==> src/rtl/piano_cfg_pkg.sv <==
`default_nettype none
// ============================================================================
//  Module      : piano_cfg_pkg
//  Description : Shared configuration for the piano key bank: default channel
//                count, 1 ms tick divider at 50 MHz, repeat FSM state encoding
//                and a counter-width helper.
//  Revision    : 1.0 - initial release
// ============================================================================
package piano_cfg_pkg;

    localparam int NUM_KEYS_DEFAULT = 8;
    localparam int TICK_DIV_1MS     = 50000;

    // Hold-to-repeat state per channel.
    typedef enum logic [1:0] {
        ST_IDLE = 2'd0,
        ST_HOLD = 2'd1,
        ST_RPT  = 2'd2
    } rpt_state_t;

    // Width of a counter that must reach max_count-1, never narrower than 1 bit.
    function automatic int cnt_width(input int max_count);
        return (max_count > 1) ? $clog2(max_count) : 1;
    endfunction

endpackage
`default_nettype wire

==> src/rtl/key_debounce_chan.sv <==
`default_nettype none
// ============================================================================
//  Module      : key_debounce_chan
//  Description : One key channel: polarity mapping, 2-FF synchroniser,
//                tick-based debounce counter, press/release pulses and the
//                hold-to-repeat FSM.
//  Ports       : clk, rst_n      clock, async active-low reset
//                i_key_raw       raw asynchronous key pin
//                i_tick          shared debounce tick (1-cycle strobe)
//                i_repeat_en     enables hold-to-repeat pulses
//                o_level         debounced level, 1 = pressed
//                o_press         1-cycle pulse on debounced 0->1
//                o_release       1-cycle pulse on debounced 1->0
//                o_repeat        1-cycle pulse per repeat interval while held
//  Revision    : 1.0 - initial release
// ============================================================================
module key_debounce_chan
    import piano_cfg_pkg::*;
#(
    parameter int DEBOUNCE_TICKS = 20,
    parameter int HOLD_TICKS     = 500,
    parameter int REPEAT_TICKS   = 100,
    parameter bit ACTIVE_LOW     = 1'b0
) (
    input  logic clk,
    input  logic rst_n,
    input  logic i_key_raw,
    input  logic i_tick,
    input  logic i_repeat_en,
    output logic o_level,
    output logic o_press,
    output logic o_release,
    output logic o_repeat
);

    localparam int c_DB_W     = cnt_width(DEBOUNCE_TICKS);
    localparam int c_HOLD_MAX = (HOLD_TICKS > REPEAT_TICKS) ? HOLD_TICKS : REPEAT_TICKS;
    localparam int c_HOLD_W   = cnt_width(c_HOLD_MAX);

    localparam logic [c_DB_W-1:0]   c_DB_LAST   = c_DB_W'(DEBOUNCE_TICKS - 1);
    localparam logic [c_HOLD_W-1:0] c_HOLD_LAST = c_HOLD_W'(HOLD_TICKS - 1);
    localparam logic [c_HOLD_W-1:0] c_RPT_LAST  = c_HOLD_W'(REPEAT_TICKS - 1);

    logic                r_sync1;
    logic                r_sync2;
    logic                r_level;
    logic [c_DB_W-1:0]   r_db_cnt;
    logic                r_press;
    logic                r_release;
    logic                r_repeat;
    rpt_state_t          r_state;
    logic [c_HOLD_W-1:0] r_hold_cnt;

    logic w_key_mapped;
    logic w_mismatch;
    logic w_accept;
    logic w_press_evt;
    logic w_release_evt;

    // Inversion happens before the synchroniser so the flops always reset
    // to 0, which is "released" for either pin polarity.
    assign w_key_mapped  = ACTIVE_LOW ? ~i_key_raw : i_key_raw;
    assign w_mismatch    = r_sync2 ^ r_level;
    assign w_accept      = w_mismatch & i_tick & (r_db_cnt == c_DB_LAST);
    assign w_press_evt   = w_accept & ~r_level;
    assign w_release_evt = w_accept &  r_level;

    always_ff @(posedge clk or negedge rst_n) begin
        if (!rst_n) begin
            r_sync1 <= 1'b0;
            r_sync2 <= 1'b0;
        end else begin
            r_sync1 <= w_key_mapped;
            r_sync2 <= r_sync1;
        end
    end

    // Any cycle where the synchronised input agrees with the accepted level
    // restarts the count, so a glitch shorter than the window is discarded.
    always_ff @(posedge clk or negedge rst_n) begin
        if (!rst_n) begin
            r_level   <= 1'b0;
            r_db_cnt  <= '0;
            r_press   <= 1'b0;
            r_release <= 1'b0;
        end else begin
            r_press   <= w_press_evt;
            r_release <= w_release_evt;
            if (!w_mismatch) begin
                r_db_cnt <= '0;
            end else if (i_tick) begin
                if (r_db_cnt == c_DB_LAST) begin
                    r_level  <= ~r_level;
                    r_db_cnt <= '0;
                end else begin
                    r_db_cnt <= r_db_cnt + c_DB_W'(1);
                end
            end
        end
    end

    // The FSM reacts to the press/release events in the same edge that the
    // level changes, so hold timing starts exactly at the acceptance tick and
    // a repeat can never land on the press cycle.
    always_ff @(posedge clk or negedge rst_n) begin
        if (!rst_n) begin
            r_state    <= ST_IDLE;
            r_hold_cnt <= '0;
            r_repeat   <= 1'b0;
        end else begin
            r_repeat <= 1'b0;
            if (!i_repeat_en || w_release_evt) begin
                r_state    <= ST_IDLE;
                r_hold_cnt <= '0;
            end else begin
                case (r_state)
                    ST_IDLE: begin
                        r_hold_cnt <= '0;
                        if (w_press_evt) begin
                            r_state <= ST_HOLD;
                        end
                    end
                    ST_HOLD: begin
                        if (i_tick) begin
                            if (r_hold_cnt == c_HOLD_LAST) begin
                                r_repeat   <= 1'b1;
                                r_hold_cnt <= '0;
                                r_state    <= ST_RPT;
                            end else begin
                                r_hold_cnt <= r_hold_cnt + c_HOLD_W'(1);
                            end
                        end
                    end
                    ST_RPT: begin
                        if (i_tick) begin
                            if (r_hold_cnt == c_RPT_LAST) begin
                                r_repeat   <= 1'b1;
                                r_hold_cnt <= '0;
                            end else begin
                                r_hold_cnt <= r_hold_cnt + c_HOLD_W'(1);
                            end
                        end
                    end
                    default: begin
                        r_state    <= ST_IDLE;
                        r_hold_cnt <= '0;
                    end
                endcase
            end
        end
    end

    assign o_level   = r_level;
    assign o_press   = r_press;
    assign o_release = r_release;
    assign o_repeat  = r_repeat;

endmodule
`default_nettype wire

==> src/rtl/key_debounce_array.sv <==
`default_nettype none
// ============================================================================
//  Module      : key_debounce_array
//  Description : Multi-channel key debouncer with a shared tick prescaler,
//                per-key press/release/repeat pulses and a registered any-key
//                flag.
//  Ports       : clk, rst_n      clock, async active-low reset
//                i_keys_raw      raw asynchronous key pins
//                i_repeat_en     enables hold-to-repeat on all channels
//                o_keys_level    debounced levels, 1 = pressed
//                o_key_press     1-cycle pulses on debounced 0->1
//                o_key_release   1-cycle pulses on debounced 1->0
//                o_key_repeat    1-cycle pulses per repeat interval while held
//                o_any_key       registered OR of o_keys_level
//  Revision    : 1.0 - initial release
// ============================================================================
module key_debounce_array
    import piano_cfg_pkg::*;
#(
    parameter int NUM_KEYS       = NUM_KEYS_DEFAULT,
    parameter int TICK_DIV       = TICK_DIV_1MS,
    parameter int DEBOUNCE_TICKS = 20,
    parameter int HOLD_TICKS     = 500,
    parameter int REPEAT_TICKS   = 100,
    parameter bit ACTIVE_LOW     = 1'b0
) (
    input  logic                clk,
    input  logic                rst_n,
    input  logic [NUM_KEYS-1:0] i_keys_raw,
    input  logic                i_repeat_en,
    output logic [NUM_KEYS-1:0] o_keys_level,
    output logic [NUM_KEYS-1:0] o_key_press,
    output logic [NUM_KEYS-1:0] o_key_release,
    output logic [NUM_KEYS-1:0] o_key_repeat,
    output logic                o_any_key
);

    localparam int            c_PS_W    = cnt_width(TICK_DIV);
    localparam logic [c_PS_W-1:0] c_PS_LAST = c_PS_W'(TICK_DIV - 1);

    logic [c_PS_W-1:0]   r_ps_cnt;
    logic                r_tick;
    logic                r_any_key;
    logic [NUM_KEYS-1:0] w_level;

    // Tick is registered: it is high for the one cycle in which the
    // prescaler count sits at 0 after wrapping. With TICK_DIV=1 the count
    // is stuck at 0 and the tick is high every cycle.
    always_ff @(posedge clk or negedge rst_n) begin
        if (!rst_n) begin
            r_ps_cnt <= '0;
            r_tick   <= 1'b0;
        end else if (r_ps_cnt == c_PS_LAST) begin
            r_ps_cnt <= '0;
            r_tick   <= 1'b1;
        end else begin
            r_ps_cnt <= r_ps_cnt + c_PS_W'(1);
            r_tick   <= 1'b0;
        end
    end

    generate
        for (genvar gi = 0; gi < NUM_KEYS; gi++) begin : g_chan
            key_debounce_chan #(
                .DEBOUNCE_TICKS (DEBOUNCE_TICKS),
                .HOLD_TICKS     (HOLD_TICKS),
                .REPEAT_TICKS   (REPEAT_TICKS),
                .ACTIVE_LOW     (ACTIVE_LOW)
            ) u_chan (
                .clk         (clk),
                .rst_n       (rst_n),
                .i_key_raw   (i_keys_raw[gi]),
                .i_tick      (r_tick),
                .i_repeat_en (i_repeat_en),
                .o_level     (w_level[gi]),
                .o_press     (o_key_press[gi]),
                .o_release   (o_key_release[gi]),
                .o_repeat    (o_key_repeat[gi])
            );
        end
    endgenerate

    always_ff @(posedge clk or negedge rst_n) begin
        if (!rst_n) begin
            r_any_key <= 1'b0;
        end else begin
            r_any_key <= |w_level;
        end
    end

    assign o_keys_level = w_level;
    assign o_any_key    = r_any_key;

endmodule
`default_nettype wire

==> config.mk <==
export PLATFORM = sky130hd
export DESIGN_NAME = key_debounce_array
export DESIGN_NICKNAME = d
export VERILOG_FILES = /design/src/rtl/piano_cfg_pkg.sv /design/src/rtl/key_debounce_chan.sv /design/src/rtl/key_debounce_array.sv
export SDC_FILE = /design/constraint.sdc
export NUM_CORES = 1
export LEC_CHECK = 0
export ABC_AREA = 1
export CAP_MARGIN = 15
export CORE_MARGIN = 2
export CORE_UTILIZATION = 40
export CTS_BUF_LIST = sky130_fd_sc_hd__clkbuf_4
export DETAILED_ROUTE_END_ITERATION = 10
export HOLD_SLACK_MARGIN = 0.03
export SYNTH_ARGS = -nofsm -noshare
export SYNTH_HDL_FRONTEND = slang
export SYNTH_SLANG_ARGS = --single-unit
==> constraint.sdc <==
create_clock -name clk -period 2.11 [get_ports clk]
set_input_delay 0.422 -clock clk [delete_from_list [all_inputs] [get_ports clk]]
set_output_delay 0.422 -clock clk [all_outputs]
set_load 0.02 [all_outputs]
Yosys cells after proc, flatten, opt, wreduce, memory -nomap -nowiden
Index checks and enable logic that the tools add are counted.
W data, S select, Z words.
{"block": "word_totals", "word_cells": 433, "ff_bits": 194, "input_bits": 11, "output_inout_bits": 33}
{"block": "op_classes", "bitwise_logic": 48, "addsub": 17, "reduce_logical": 42, "eq_ne": 89, "muxes": 162}
{"operator": "$mux W9", "n": 40}
{"operator": "$pmux W9 S2", "n": 8}
{"operator": "$mux W5", "n": 24}
{"operator": "$add A9 B1 Y9 const B", "n": 8}
{"operator": "$eq A9 B7 Y1 const B", "n": 8}
{"operator": "$eq A9 B9 Y1 const B", "n": 8}
{"operator": "$mux W2", "n": 32}
{"operator": "$ne A3 B1 Y1 const B", "n": 16}
{"operator": "$ne A3 B2 Y1 const B", "n": 16}
{"operator": "$pmux W2 S3", "n": 8}
{"operator": "$mux W1", "n": 41}
{"operator": "$add A5 B1 Y5 const B", "n": 8}
{"operator": "$eq A5 B5 Y1 const B", "n": 8}
{"operator": "$and A1 B1 Y1", "n": 32}
{"operator": "$reduce_and A4 Y1", "n": 8}
{"operator": "$reduce_and A3 Y1", "n": 8}
{"operator": "$add A16 B1 Y16 const B", "n": 1}
{"operator": "$eq A16 B16 Y1 const B", "n": 1}
{"operator": "$eq A2 B1 Y1 const B", "n": 8}
{"operator": "$eq A2 B2 Y1 const B", "n": 8}
{"operator": "$logic_not A2 Y1", "n": 8}
{"operator": "$mux W16", "n": 1}
{"operator": "$ne A2 B1 Y1 const B", "n": 8}
{"operator": "$ne A2 B2 Y1 const B", "n": 8}
{"operator": "other kinds (7)", "n": 42}

Logic depth before layout (Yosys ltp)
{"block": "logic_depth", "depth_word": 7, "ltp_mapped": 11}

Modules after synthesis
From an unflattened synthesis, not the netlist that was laid out.
{"block": "hier_totals", "hier_cells": 1462, "area_unflattened_um2": 11125.7}
{"mod": "key_debounce_chan at g_chan[0].u_chan ...", "seq_area_each_um2": 550.5, "area_per_inst_um2": 1272.5, "cells_per_inst": 167, "n_inst": 7}
{"mod": "key_debounce_chan at g_chan[6].u_chan", "seq_area_each_um2": 550.5, "area_per_inst_um2": 1275.0, "cells_per_inst": 167, "n_inst": 1}
{"mod": "key_debounce_array", "seq_area_each_um2": 450.4, "area_per_inst_um2": 943.4, "cells_per_inst": 126, "n_inst": 1}

Worst setup path before layout
No wires, ideal clock.
{"block": "synth_path", "path_type": "flip-flop to flip-flop", "start": "register g_chan[2].u_chan.r_db_cnt[0]", "end": "register g_chan[2].u_chan.r_hold_cnt[1]", "path_slack_ns": 0.574, "required_time_ns": 1.984, "n_path_buf": 1, "arrival_time_ns": 1.410, "path_stages_with_launch": 12, "period_less_slack_ns": 1.536, "setup_time_ns": 0.126, "cell_sequence": "dfrtp_1 > ha_1 > nand2_1 > nor2_2 > nand4_2 > nand2_2 > inv_2 > nand2_4 > inv_2 > buf_6 > nand2_1 > o21ai_0"}
{"block": "synth_via", "elab_chain_len": 6, "word_cells_on_any_way": 8, "classes_between": "3 x eq/ne; 1 x mux; 2 x bitwise; 2 x reduce/logical"}
{"element": "start: declaration", "line_no": "key_debounce_chan.sv:47", "source": "logic [c_DB_W-1:0] r_db_cnt;"}
{"element": "start signal: assignment", "line_no": "key_debounce_chan.sv:96", "source": "r_db_cnt <= r_db_cnt + c_DB_W'(1);"}
{"element": "$eq A5 B5 Y1 (*)", "line_no": "key_debounce_chan.sv:64", "source": "assign w_accept = w_mismatch & i_tick & (r_db_cnt == c_DB_LAST);"}
{"element": "$and A1 B1 Y1 (*)", "line_no": "key_debounce_chan.sv:64"}
{"element": "$and A1 B1 Y1 (*)", "line_no": "key_debounce_chan.sv:66", "source": "assign w_release_evt = w_accept & r_level;"}
{"element": "$logic_or A1 B1 Y1 (*)", "line_no": "key_debounce_chan.sv:112", "source": "if (!i_repeat_en || w_release_evt) begin"}
{"element": "$ne A3 B2 Y1 (no source line)"}
{"element": "$reduce_and A2 Y1 (no source line)"}
{"element": "end signal: assignment", "line_no": "key_debounce_chan.sv:130", "source": "r_hold_cnt <= r_hold_cnt + c_HOLD_W'(1);"}
{"element": "end signal: assignment", "line_no": "key_debounce_chan.sv:140", "source": "r_hold_cnt <= r_hold_cnt + c_HOLD_W'(1);"}
{"element": "end: declaration", "line_no": "key_debounce_chan.sv:52", "source": "logic [c_HOLD_W-1:0] r_hold_cnt;"}
Mark *: on every way between the ends. The rest lies on a longest branch, timed or not.
A chain may end at the register's enable or synchronous reset.

Final worst setup path
{"block": "layout_path", "start": "register g_chan[7].u_chan.r_repeat", "end": "output port o_key_repeat[7]"}
{"element": "start: declaration", "line_no": "key_debounce_chan.sv:50", "source": "logic r_repeat;"}
{"element": "start signal: assignment", "line_no": "key_debounce_chan.sv:109", "source": "r_repeat <= 1'b0;"}
{"element": "start signal: assignment", "line_no": "key_debounce_chan.sv:111", "source": "r_repeat <= 1'b0;"}
{"element": "start signal: assignment", "line_no": "key_debounce_chan.sv:126", "source": "r_repeat <= 1'b1;"}
{"element": "end: declaration", "line_no": "key_debounce_array.sv:34", "source": "output logic [NUM_KEYS-1:0] o_key_repeat,"}
No word-level cell between the ends.

==> impl_metrics.ini <==
[grt]
grt_pass1_vias = 8361
overflow = 0
grt_usage = 0.159
grt_pass1_wl_microns = 38200
antenna_found_initial = 1
grt_max_degree = 67

[timing]
rsz0062_at_grt = false
period_minus_slack_ps = 1980
finalHoldViolCount = 0
clock.fmax_mhz = 505
fin_skew_ps = 38.5
finalMaxSlewViolations = 0
period_share = 0.939
setup_violations = 0
worstMarginPinSlew_ps = 590
slew_headroom = 0.607
fin_tns_setup_ps = 0

[power_and_ir_drop]
p_int_mw = 4.38
clockPowerShare = 0.321
powerDensity_nw_per_um2 = 477
comb_power_share = 0.032
ir_drop_mv = 0.464
power.leakage_nw = 6.15
netSwitchingFraction = 0.243
seqPwrFrac = 0.647
power.switching_mw = 1.41

[cells_and_area]
fillers = 2714
drive_gt1_frac = 0.0701
multi_input_area_sq_um = 5130
final_common_cell = nand2_1
layout_common_cells = 322 x nand2_1, 202 x inv_1, 192 x dfrtp_1, 115 x nand3_1, 95 x nor2_1
nNetsFinal = 1473
fin_util = 0.441
regArea_sq_um = 4860
syn2layout_area_growth_pct = 9.22

[logic_synthesis]
synth_top_family_by_area = simple AND/OR/NAND/NOR gates
yosys.area_share.simple = 0.281
synthAdderAreaFrac = 0.0552
syn_nets = 1438
synth_compound_area_frac = 0.0629
synth_cell_types = 42
synthXorXnorAreaFrac = 0.0620
yosysTopAreaCell = dfrtp_1
syn_inst = 1378
muxShareOfSynthArea = 0
post-synth-top-area-fraction = 0.437
ys_seq_area_frac = 0.437
ys_ff_latch = 194
synth_area_leaders = dfrtp_1 44%, nand2_1 11%, inv_1 6.8%
synthesis.area_sq_um = 11100
yosysWarnings = 0
avgSynthCellArea_sq_um = 8.07

[clocking]
clk-insertion-delay-late_ps = 570
clk_pin_slew_ps = 160
clock_path_buffers = 2
cts_tree = yes
htree_num_levels = 4
cts-root-buf = clkbuf_4
cts_buffers = 17
numClockSinks = 194

[floorplanning]
die_h_microns = 171
rows = 61
core_area_sq_um = 27600
start_util = 0.403
ios = 44
dieArea_sq_um = 29100
die_w_microns = 171

[critical_path]
critical_path.max_fanout = 1
endpoint_kind = primary output
crit_arrival_ps = 1560
path_buf_inv = 1
cp_slowest_stage_delay_ps = 600
setup.worst_path.class = flop to primary output
crit_chain = clkdlybuf4s50_1
crit_family = buffers and inverters
critPathLaunch = g_chan[7].u_chan.o_repeat
worstSetupStartpointType = flop
r2r-start = g_chan[1].u_chan.r_db_cnt[0]
cp.required_ps = 1690
crit_slowest_cell = clkdlybuf4s50_1

[route]
antenna_left = 0
drt-total-wl_microns = 21900
drtPass1Iterations = 5
drt-wirelength-per-cell_microns = 12.1
drc = 0
drt-initial-drc-count = 524
vias_per_cell = 4.83
vias = 8722

[placed_design]
portBuffers = 43
place_hpwl_microns = 16100
gp_congestion = 0.838

[flow_run]
cap_violations = 0

[hold_path]
hp-class = input port to flop
min_from = i_keys_raw[0]

[run_status]
status = complete, no violations
[final timing paths]
path | depth (start not counted) | slack [ps] | end
max | 1 | 130 | o_key_repeat[7]
min | 1 | 290 | g_chan[0].u_chan.r_sync1
max reg2reg | 8 | 330 | g_chan[1].u_chan.o_repeat
min reg2reg | 0 | 350 | g_chan[0].u_chan.r_sync2
max in group asynchronous | 3 | 1090 | g_chan[5].u_chan.o_level
min in group asynchronous | 2 | 380 | g_chan[6].u_chan.r_hold_cnt[0]
[through the flow]
step	hold WS, ps	setup WS (ps)	instances	cell area (sq um)	power [mW]
after global placement	335	200	1771	11900	4.00
after CTS	244	53.6	1804	12100	5.89
final	289	129	1806	12100	5.79
after floorplan	126	574	1378	11100	3.86
after global routing	206	14.3	1806	12100	6.08
after detailed placement	335	159	1771	11900	4.01
[power groups by stage]
stage                     sequential, mW  clock (mW)  combinational, mW
after floorplan                     3.81           0             0.0512
after global placement              3.81           0              0.190
after detailed placement            3.82           0              0.191
after CTS                           3.75        1.95              0.193
after global routing                3.75        2.12              0.214
final                               3.75        1.86              0.184
[logic make-up (layout without fill, tap and decap cells)]
group,after synthesis,after routing
AND/OR/NAND/NOR,675,675
AO/OA/AOI/OAI,127,127
flip-flops,194,194
other,0,2
adder cells (fa/ha/maj),49,49
XOR/XNOR,77,77
buffers and inverters,256,304
[cell usage after synthesis]
master,n
o21ai_0,55
xnor2_1,11
nor2_1,95
nor3_1,13
o31ai_1,1
nand4_2,4
and2_1,1
o21bai_1,1
buf_4,33
xor2_1,64
o22ai_1,10
nand2_1,322
buf_1,1
buf_6,5
nand2_2,5
nor4_1,6
o211ai_1,1
dfrtp_1,194
o21ai_1,3
nand4_4,1
a22oi_1,1
nor3b_1,2
inv_2,6
a211oi_1,2
a21oi_1,45
nor3_2,5
ha_1,49
nand4_1,71
xor2_2,2
inv_1,202
or2_2,1
and3_1,8
nor2_4,3
nand3b_1,6
nand3_1,115
a32o_1,5
clkbuf_1,1
nor2_2,11
nand3_2,5
buf_2,8
nand2_4,1
o21ai_2,3
[cell type report]
cell class,count,area share
inverters,208,0.0643
clock buffers,18,0.0111
multi-input cells,928,0.422
diodes,2,0.000412
clock inverters,14,0.00938
well taps,378,0.0390
flip-flops and latches,194,0.400
repair buffers,64,0.0533
[timing repair]
item | in CTS | in global routing
resized for setup | 10 | 0
setup buffers | 0 | 0
endpoints found under the setup margin | 8 | 0
hold buffers | 1 | 0
hold endpoints to repair | 59 | 0
[sequential cells by signal (all words and copies together), names as in the netlist]
signal / count
o_any_key: 1
r_ps_cnt: 16
g_chan.u_chan.o_press: 8
g_chan.u_chan.o_level: 8
g_chan.u_chan.r_sync1: 8
g_chan.u_chan.r_state: 16
g_chan.u_chan.o_release: 8
g_chan.u_chan.r_db_cnt: 40
g_chan.u_chan.r_sync2: 8
r_tick: 1
g_chan.u_chan.o_repeat: 8
g_chan.u_chan.r_hold_cnt: 72
[layer usage]
layer,track usage,vias to the layer above,share of wire
li1,-,4495,-
met1,0.211,4125,0.48
met2,0.274,89,0.48
met3,0.0291,13,0.026
met4,0.0308,0,0.0086
met5,0,-,0
Power figures use the tool's default switching activity.
